--- src/rtl/ahb_burst_arbiter.sv ---
// ahb_burst_arbiter
// Registered four-master AHB-Lite arbiter for the master-to-slave path of the
// bus matrix. It has programmable per-master priority, round-robin
// tie-breaking, burst-aware grant holding, HMASTLOCK support and optional
// starvation aging.
//
// Build option:
//   AHB_ARB_AGING_EN  when defined, per-master age counters are built. A
//                     requester that has waited AGE_MAX cycles is boosted
//                     above every programmed priority. When undefined,
//                     arbitration is strict priority with a round-robin
//                     tie-break, and AGE_MAX is not used.
//
// Ports:
//   HCLK         bus clock
//   HRESET       synchronous, active-high reset
//   M_HTRANS     {M3..M0} HTRANS, 2 bits per master
//   M_HBURST     {M3..M0} HBURST, 3 bits per master
//   M_HMASTLOCK  per-master lock request
//   M_Pri        {M3..M0} programmed priority; a higher value wins
//   HREADY       muxed slave HREADYOUT
//   gnt          one-hot address-phase owner
//   sel_a        binary encoding of gnt
//   sel_d        data-phase owner (follows sel_a on HREADY=1 edges)
//   mst_hready   HREADY routed to the address-phase and data-phase owners
//   busy         high whenever the FSM is not IDLE
//
// state  | meaning
// -------+----------------------------------------------------------------
// IDLE   | parked on the last owner, no owner activity
// SINGLE | owner is doing SINGLE/INCR; held while the owner sends SEQ/BUSY
// BURST  | fixed-length burst; beat_cnt counts the remaining SEQ beats
// LOCK   | locked sequence; held until HMASTLOCK falls on an accepted beat
module ahb_burst_arbiter #(
  parameter int NUM_MST   = 4,
  parameter int PRI_WIDTH = 2,
  parameter int AGE_MAX   = 15
) (
  input  logic                          HCLK,
  input  logic                          HRESET,
  input  logic [2*NUM_MST-1:0]          M_HTRANS,
  input  logic [3*NUM_MST-1:0]          M_HBURST,
  input  logic [NUM_MST-1:0]            M_HMASTLOCK,
  input  logic [PRI_WIDTH*NUM_MST-1:0]  M_Pri,
  input  logic                          HREADY,
  output logic [NUM_MST-1:0]            gnt,
  output logic [1:0]                    sel_a,
  output logic [1:0]                    sel_d,
  output logic [NUM_MST-1:0]            mst_hready,
  output logic                          busy
);

  if (NUM_MST != 4) begin : g_bad_num_mst
    $error("ahb_burst_arbiter supports exactly 4 masters");
  end
  if (AGE_MAX < 1 || AGE_MAX > 255) begin : g_bad_age_max
    $error("ahb_burst_arbiter AGE_MAX must be in 1..255");
  end

  typedef enum logic [1:0] {
    ST_IDLE   = 2'd0,
    ST_SINGLE = 2'd1,
    ST_BURST  = 2'd2,
    ST_LOCK   = 2'd3
  } state_t;

  localparam logic [1:0] TR_IDLE   = 2'b00;
  localparam logic [1:0] TR_NONSEQ = 2'b10;
  localparam logic [1:0] TR_SEQ    = 2'b11;

  // One extra bit so the aging boost (2^PRI_WIDTH) sits above every
  // programmable priority.
  localparam int EPW = PRI_WIDTH + 1;

  state_t               state_q, state_d;
  logic [NUM_MST-1:0]   gnt_q, gnt_d;
  logic [1:0]           sel_a_q, sel_a_d;
  logic [1:0]           sel_d_q;
  logic [3:0]           beat_q, beat_d;

  logic [NUM_MST-1:0]   req;
  logic [1:0]           own_trans;
  logic                 own_lock;
  logic [1:0]           rr_ptr;
  logic [EPW-1:0]       eff_pri [NUM_MST];
  logic                 win_found;
  logic [1:0]           win_idx;
  logic [EPW-1:0]       win_pri;
  logic [3:0]           win_len;
  logic                 arb_pt;

  always_comb begin
    for (int i = 0; i < NUM_MST; i++) begin
      req[i] = (M_HTRANS[2*i +: 2] != TR_IDLE);
    end
  end

  assign own_trans = M_HTRANS[2*sel_a_q +: 2];
  assign own_lock  = M_HMASTLOCK[sel_a_q];
  assign rr_ptr    = sel_a_q + 2'd1;

`ifdef AHB_ARB_AGING_EN
  localparam int            AW      = $clog2(AGE_MAX + 1);
  localparam logic [AW-1:0] AGE_LIM = AW'(AGE_MAX);

  logic [AW-1:0] age_q [NUM_MST];

  // Counting continues through HREADY=0 stalls; a master that is (or is
  // about to become) the owner never accumulates age.
  always_ff @(posedge HCLK) begin
    for (int i = 0; i < NUM_MST; i++) begin
      if (HRESET) begin
        age_q[i] <= '0;
      end else if (!req[i] || gnt_d[i]) begin
        age_q[i] <= '0;
      end else if (age_q[i] != AGE_LIM) begin
        age_q[i] <= age_q[i] + 1'b1;
      end
    end
  end

  always_comb begin
    for (int i = 0; i < NUM_MST; i++) begin
      eff_pri[i] = {1'b0, M_Pri[i*PRI_WIDTH +: PRI_WIDTH]};
      if (age_q[i] == AGE_LIM) begin
        eff_pri[i] = EPW'(1) << PRI_WIDTH;
      end
    end
  end
`else
  always_comb begin
    for (int i = 0; i < NUM_MST; i++) begin
      eff_pri[i] = {1'b0, M_Pri[i*PRI_WIDTH +: PRI_WIDTH]};
    end
  end
`endif

  // Scan in round-robin order starting after the previous owner; a strict
  // "greater than" keeps the earliest master on a priority tie.
  always_comb begin : p_winner
    logic [1:0] cand;
    win_found = 1'b0;
    win_idx   = sel_a_q;
    win_pri   = '0;
    cand      = '0;
    for (int k = 0; k < NUM_MST; k++) begin
      cand = rr_ptr + 2'(k);
      if (req[cand] && (!win_found || (eff_pri[cand] > win_pri))) begin
        win_found = 1'b1;
        win_idx   = cand;
        win_pri   = eff_pri[cand];
      end
    end
  end

  always_comb begin
    case (M_HBURST[3*win_idx +: 3])
      3'b010, 3'b011: win_len = 4'd3;
      3'b100, 3'b101: win_len = 4'd7;
      3'b110, 3'b111: win_len = 4'd15;
      default:        win_len = 4'd0;
    endcase
  end

  always_comb begin
    state_d = state_q;
    gnt_d   = gnt_q;
    sel_a_d = sel_a_q;
    beat_d  = beat_q;
    arb_pt  = 1'b0;
    if (HREADY) begin
      unique case (state_q)
        ST_IDLE:   arb_pt = 1'b1;
        ST_SINGLE: arb_pt = (own_trans == TR_IDLE) || (own_trans == TR_NONSEQ);
        // IDLE or NONSEQ from the owner mid-burst is an early termination.
        ST_BURST:  arb_pt = (own_trans == TR_IDLE) || (own_trans == TR_NONSEQ) ||
                            ((own_trans == TR_SEQ) && (beat_q == 4'd0));
        ST_LOCK:   arb_pt = !own_lock;
        default:   arb_pt = 1'b0;
      endcase

      if (arb_pt) begin
        if (win_found) begin
          gnt_d   = NUM_MST'(1) << win_idx;
          sel_a_d = win_idx;
          if (M_HMASTLOCK[win_idx]) begin
            state_d = ST_LOCK;
            beat_d  = 4'd0;
          end else if (win_len != 4'd0) begin
            state_d = ST_BURST;
            beat_d  = win_len;
          end else begin
            state_d = ST_SINGLE;
            beat_d  = 4'd0;
          end
        end else begin
          // Nobody asking: stay parked on the current owner.
          state_d = ST_IDLE;
          beat_d  = 4'd0;
        end
      end else if ((state_q == ST_BURST) && (own_trans == TR_SEQ)) begin
        beat_d = beat_q - 4'd1;
      end
    end
  end

  always_ff @(posedge HCLK) begin
    if (HRESET) begin
      state_q <= ST_IDLE;
      gnt_q   <= NUM_MST'(1);
      sel_a_q <= 2'd0;
      sel_d_q <= 2'd0;
      beat_q  <= 4'd0;
    end else begin
      state_q <= state_d;
      gnt_q   <= gnt_d;
      sel_a_q <= sel_a_d;
      beat_q  <= beat_d;
      if (HREADY) begin
        sel_d_q <= sel_a_q;
      end
    end
  end

  assign gnt        = gnt_q;
  assign sel_a      = sel_a_q;
  assign sel_d      = sel_d_q;
  assign busy       = (state_q != ST_IDLE);
  assign mst_hready = {NUM_MST{HREADY}} & (gnt_q | (NUM_MST'(1) << sel_d_q));

endmodule

--- config.mk ---
export PLATFORM = sky130hd
export DESIGN_NAME = ahb_burst_arbiter
export DESIGN_NICKNAME = d
export VERILOG_FILES = /design/src/rtl/ahb_burst_arbiter.sv
export SDC_FILE = /design/constraint.sdc
export NUM_CORES = 1
export LEC_CHECK = 0
export ABC_CLOCK_PERIOD_IN_PS = 6250
export CORE_MARGIN = 4
export CORE_UTILIZATION = 44
export DETAILED_ROUTE_END_ITERATION = 7
export GPL_TIMING_DRIVEN = 0
export PLACE_DENSITY = 0.76
export REMOVE_ABC_BUFFERS = 1
export SLEW_MARGIN = 20
export SYNTH_ARGS = -nofsm -noshare
export SYNTH_HDL_FRONTEND = slang
export SYNTH_SLANG_ARGS = --single-unit
--- constraint.sdc ---
create_clock -name HCLK -period 6.25 [get_ports HCLK]
set_input_delay 0.625 -clock HCLK [delete_from_list [all_inputs] [get_ports HCLK]]
set_output_delay 0.625 -clock HCLK [all_outputs]
set_load 0.05 [all_outputs]
**Yosys cells after proc, flatten, opt, wreduce, memory -nomap -nowiden**

Index checks and enable logic that the tools add are counted.

- Register bits: 14
- Bits in latches: 0
- RAM bits: 0
- ROM bits: 0
- Input port bits: 35
- Output and inout port bits: 13
- Logic and storage cells: 121
- Memories kept: 0

- Add/subtract/negate cells: 5
- Multiply operators: 1
- Divide/modulo/power cells: 0
- $lt $le $gt $ge: 13
- Equality and inequality tests: 11
- Shifts and indexed selects: 4
- Multiplexer cells: 46
- Bitwise operators: 6
- Reduce and logical (&&, ||, !) cells: 30

Operators with widths:

| kind | number |
|---|---|
| 3-bit 2-to-1 mux | 11 |
| 3-bit binary-select mux with 2-bit select | 4 |
| 4-bit 2-to-1 mux | 5 |
| 2-bit by 3-bit less-than comparator with 1-bit output, second input constant | 6 |
| 2-bit 2-to-1 mux | 7 |
| 1-bit binary-select mux with 2-bit select | 6 |
| 3-bit == test, second input constant | 4 |
| 3-bit >= comparator, second input constant | 4 |
| 2-bit inverter with 3-bit output | 4 |
| 4-bit case mux with 3 select lines | 1 |
| 2-bit nonzero test | 6 |
| 12-bit by 5-bit indexed part select with 3-bit output | 1 |
| 1-bit 2-to-1 mux | 11 |
| 3-bit greater-than comparator | 3 |
| 2-bit == test, second input constant | 4 |
| 8-bit by 4-bit indexed part select with 2-bit output | 1 |
| 1-bit by 2-bit left shift with 4-bit output, first input constant | 2 |
| 3-bit by 2-bit == test with 1-bit output, second input constant | 2 |
| 2-bit OR reduction | 3 |
| 1-bit logical AND | 5 |
| 1-bit logical OR | 5 |
| 2-bit by 1-bit adder with 2-bit output, second input constant | 2 |
| 2-bit adder, second input constant | 2 |
| 4-bit bitwise AND | 1 |
| other kinds (11) | 16 |

**Logic depth before layout (Yosys ltp)**

- Depth in word-level cells: 28
- Depth in mapped cells: 29
- Gate-level depth less buffers: 26

**Worst setup path after synthesis**

No wires, ideal clock.

- Path kind: flip-flop to flip-flop
- From: register sel_a_q[1], in the netlist sel_a[1]
- To: register beat_q[3]
- Library setup time: 79 ps
- Arrival: 6378 ps
- Data required time: 6171 ps
- Setup slack: -207 ps
- Cell stages (with the launch flop): 29
- Buffers on the path: 3
- Period minus slack after synthesis: 6457 ps
- Path through: dfxtp_1 -> buf_2 -> buf_2 -> buf_1 -> mux2_2 -> nor2_1 -> a21oi_1 -> ha_1 -> nor2b_1 -> a2bb2oi_1 -> nor2b_1 -> nor2_1 -> a21oi_1 -> ha_1 -> nor2b_1 -> o21ai_0 -> a21boi_1 -> or2_2 -> nand2_1 -> o21ai_0 -> ha_1 -> nor2b_1 -> a2bb2oi_1 -> o311ai_0 -> o31ai_1 -> o21ba_2 -> mux2_4 -> or3_1 -> o211ai_1

- Longest elaborated chain between the ends: 28
- Elaborated cells on any way between the ends: 85
- Those cells by class: 4 x add/sub; 1 x mul; 3 x order compare; 8 x eq/ne; 2 x shift; 42 x mux; 4 x bitwise; 21 x reduce/logical

RTL lines:

| item | RTL line | text |
|---|---|---|
| start: declaration | 77 | `logic [1:0] sel_a_q, sel_a_d;` |
| start signal: assignment | 217 | `sel_a_q <= sel_a_d;` |
| 2-bit by 1-bit adder with 2-bit output | 100 | `assign rr_ptr = sel_a_q + 2'd1;` |
| 2-bit by 1-bit adder with 2-bit output or 2-bit inverter with 3-bit output (tied branches) | 147, 151 |  |
| 2-bit inverter with 3-bit output (implied by the code) or 3-bit binary-select mux with 2-bit select (tied branches) | 148, 151 |  |
| 3-bit binary-select mux with 2-bit select or 3-bit 2-to-1 mux (tied branches) | 148, 151 |  |
| 3-bit 2-to-1 mux, on equally long branches (2 in a row) | 148, 151 |  |
| 3-bit greater-than comparator | 148 | `if (req[cand] && (!win_found \|\| (eff_pri[cand] > win_pri))) begin` |
| 1-bit logical OR | 148 |  |
| 1-bit logical AND | 148 |  |
| (+11 left out) | n/a |  |
| 3-bit == test or 3-bit by 2-bit == test with 1-bit output (tied branches) | 157 | `case (M_HBURST[3*win_idx +: 3])` |
| 2-bit OR reduction | 157 |  |
| 4-bit case mux with 3 select lines | 157 |  |
| 4-bit nonzero test | 189 | `end else if (win_len != 4'd0) begin` |
| 4-bit 2-to-1 mux | 189 |  |
| 4-bit 2-to-1 mux | 186 | `if (M_HMASTLOCK[win_idx]) begin` |
| 4-bit 2-to-1 mux | 183 | `if (win_found) begin` |
| 4-bit 2-to-1 mux | 182 | `if (arb_pt) begin` |
| end signal: assignment | 218 | `beat_q <= beat_d;` |
| end: declaration | 79 | `logic [3:0] beat_q, beat_d;` |

Parallel ways exist; a longest one is shown, timed or not. The select of a mux whose other input is x is not followed.
A chain may end at the register's enable or synchronous reset.

**Worst setup path in the final report**

- From: input M_HTRANS[0]
- To: register beat_q[3]

- Longest elaborated chain between the ends: 26
- Elaborated cells on any way between the ends: 63
- Those cells by class: 1 x mul; 3 x order compare; 8 x eq/ne; 2 x shift; 28 x mux; 21 x reduce/logical

RTL lines:

| item | RTL line | text |
|---|---|---|
| start: declaration | 41 | `input logic [2*NUM_MST-1:0] M_HTRANS,` |
| 2-bit nonzero test | 94 | `req[i] = (M_HTRANS[2*i +: 2] != TR_IDLE);` |
| 1-bit binary-select mux with 2-bit select | 148 |  |
| 1-bit 2-to-1 mux (implied by the code) | 148 |  |
| 3-bit 2-to-1 mux or 1-bit 2-to-1 mux (tied branches) | 148 |  |
| 3-bit greater-than comparator or 1-bit logical NOT (tied branches) | 148 |  |
| 1-bit logical OR | 148 |  |
| 1-bit logical AND | 148 |  |
| 3-bit 2-to-1 mux or 1-bit 2-to-1 mux (tied branches) | 148 |  |
| (+10 left out) | n/a |  |
| 3-bit == test or 3-bit by 2-bit == test with 1-bit output (tied branches) | 157 |  |
| 2-bit OR reduction | 157 |  |
| 4-bit case mux with 3 select lines | 157 |  |
| 4-bit nonzero test | 189 |  |
| 4-bit 2-to-1 mux | 189 |  |
| 4-bit 2-to-1 mux | 186 |  |
| 4-bit 2-to-1 mux | 183 |  |
| 4-bit 2-to-1 mux | 182 |  |

Parallel ways exist; a longest one is shown, timed or not. The select of a mux whose other input is x is not followed.

==> summary.txt <==
Status
  • Status: complete, no violations

Layout
  • Area growth from synthesis to layout: 40.9%
  • Share of cells above drive strength 1: 0.186
  • Commonest non-fill, non-tap cell in the layout: clkdlybuf4s50_1
  • Most frequent cells in the layout: clkdlybuf4s50_1 (35), nor2_1 (29), mux2i_1 (18)
  • Antenna Cells: 0
  • Nets: 308
  • Finished Cell Area: 0.00246 mm2

Timing
  • Worst hold margin: 495 ps
  • Final Skew: 1.32 ps
  • Tcrit/Tclk final: 0.965
  • Setup Viol. Count Final: 0
  • Final min period: 6030 ps
  • Peak Freq: 0.166 GHz
  • Worst Tran Pin Value: 558 ps
  • Slew margin rel.: 0.625
  • Setup_tns: 0 ps
  • Slew Limit Fails: 0
  • Fin. Hold Viols: 0

Placed design
  • Cell Area, Placed: 0.00220 mm2
  • Detail Placement HPWL: 3.38 mm
  • Gp weighted congestion: 0.861
  • Port bufs: 43

Critical path
  • Critical Path AT: 6180 ps
  • Required time of the critical path: 6410 ps
  • Kind of critical path: in2reg
  • Nature of the critical path endpoint: flop
  • CP Launch Type: input port
  • CP max FO: 6

Pwr
  • Internal power: 0.947 mW
  • Pwr dens: 694 mW/mm2
  • Sw Ratio: 0.446
  • VDD IR max: 0.000448 V
  • Pleak: 0.982 nW
  • Switching power summed over all nets: 0.764 mW
  • Pwr Total: 1.71 mW
  • Clock share of power: 0.041
  • Sequential Power Share: 0.100
  • Comb pwr share: 0.858

Clock network
  • Cts hold-fix bufs: 0
  • # clock sinks: 14
  • CTS root buf: clkbuf_8
  • CTS tree: built
  • Clk_lat worst skew: 230 ps
  • Num CTS Buffers: 3
  • Clock slew at reported path FFs: 50 ps
  • CTS Buffer Depth: 2
  • CTS HTree Levels: 1

Route
  • Number of routed nets with antenna violations: 0
  • DRC errors left: 0
  • Vias: 1831
  • Vias per inst: 5.89
  • Wirelength per Cell: 15.2 um
  • Drt pass-1 iters: 4
  • Final WL: 4.72 mm
  • Detailed Route Iter0 Violations: 114

Yosys
  • Synth top area share: 0.160
  • Syn_area_per_cell: 8.02 um2
  • Asr flop ratio synth: 0
  • Synthesized flop and latch total: 14
  • Post-synth EDFFs: 0
  • Cell Area, Synth: 0.00175 mm2
  • Top FF cell, synth: dfxtp_1
  • Register area share after synthesis: 0.160
  • Ys Warns: 0
  • Largest cells by area after synthesis: dfxtp_1 (16%), mux2i_1 (11%), nor2_1 (6.7%)
  • Most area-hungry cell type in the Yosys netlist: dfxtp_1
  • Mapped Cells: 218
  • Synth unique cells: 52

GRT
  • Largest net degree at the start of global routing: 30
  • Tot GR Track Use: 0.172
  • Grt met2 use: 0.273
  • First-pass GRT wire length: 7.27 mm
  • Vias in the first global route: 1597
  • Met3 global-route usage: 0.0199
  • Global route hottest layer: met2
  • Met1 Resource Use GR: 0.254
  • Total grt overflow: 0
  • Initial antenna violation count: 0

Die
  • Die width: 71.0 um
  • Die ar.: 0.00505 mm2
  • Starting Density: 0.467
  • Rows: 22
  • IO Count: 48
  • Core footprint: 0.00374 mm2
  • Die H: 71.0 um

Run
  • Max Cap Violations: 0

Min path
  • Min-Delay Path Class: reg2reg
[layer usage]
layer  wire (um)  share of wire
met1        2190           0.46
met2        2240           0.47
met3         275          0.058
met4          20         0.0042
met5           0              0
[registers in the layout (all words and copies together), names as in the netlist]
signal	count
sel_a	2
state_q	2
beat_q	4
gnt	4
sel_d	2
[power by group through the flow]
stage / Combinational, mW / Sequential [mW] / Clock, mW
floorplan: 0.795 / 0.195 / 0
global placement: 1.01 / 0.170 / 0
detailed placement: 1.03 / 0.170 / 0
CTS: 1.22 / 0.170 / 0.0718
global route: 1.58 / 0.178 / 0.0774
finish: 1.47 / 0.172 / 0.0708
[timing repair]
item,in CTS,in global routing
pin swaps,3,8
endpoints found under the setup margin,12,10
buffers inserted,5,3
endpoints found under the hold margin,0,0
gates resized for setup,12,25
[path summary, 6_finish.rpt]
kind / cells after the start / slack, ps / from / endpoint
max: 26 / 220 / M_HTRANS[0] / beat_q[3]
min: 2 / 500 / gnt[0] / gnt[0]
max reg2reg: 25 / 230 / sel_a[0] / beat_q[3]
min reg2reg: 2 / 500 / gnt[0] / gnt[0]
[cells by family after synthesis]
group / synth area share
AO/OA/AOI/OAI: 0.263
XOR/XNOR: 0.0258
adder cells (fa/ha/maj): 0.0573
buffers and inverters: 0.0394
flip-flops: 0.160
multiplexers: 0.222
AND/OR/NAND/NOR: 0.233
[layout make-up]
class | instances | area, um2
Fill cell | 330 | 1280
Tap cell | 48 | 60.1
Multi-Input combinational cell | 187 | 1510
Timing Repair Buffer | 51 | 533
Clock buffer | 3 | 41.3
Inverter | 8 | 30.0
Sequential cell | 14 | 288
[metrics by stage]
| step | worst slack, ps | instances | utilization |
|---|---|---|---|
| global placement | -1010 | 300 | 0.588 |
| detailed placement | -1070 | 300 | 0.588 |
| floorplan | -386 | 209 | - |
| finish | 222 | 311 | 0.658 |
| CTS | 24.1 | 308 | 0.622 |
| global route | -49.6 | 311 | 0.658 |
[worst max-delay path, stage by stage]
cell and delay [ps]:
clkdlybuf4s15_1 260, nor2_1 120, mux4_2 500, a211o_1 340, ha_4 290, nor2b_2 140, a2bb2oi_2 180, nor2_1 90
nor2_1 130, a21oi_2 90, ha_1 320, nor2b_2 150, o21ai_2 70, a21boi_2 160, or2_2 280, nand2_1 50
o21ai_0 80, ha_1 330, nor2b_1 150, a2bb2oi_2 190, o32a_1 430, o31ai_4 290, o21ba_4 210, mux2_4 290
or3_1 340, o211ai_1 80
[cells in the mapped netlist (all sizes together) (3+ instances only)]
library cell and n:
buf 6, mux2 4, ha 8, xnor2 3, a2bb2oi 3, o21ai 9
inv 8, dfxtp 14, a21oi 11, o21bai 7, nor2b 12, mux4 6
o2111ai 3, nor3 7, o21a 4, or2 3, o22ai 4, mux2i 20
nand3 6, nand2 11, nor2 31, clkbuf 3
(Power assumes the default switching activity.)
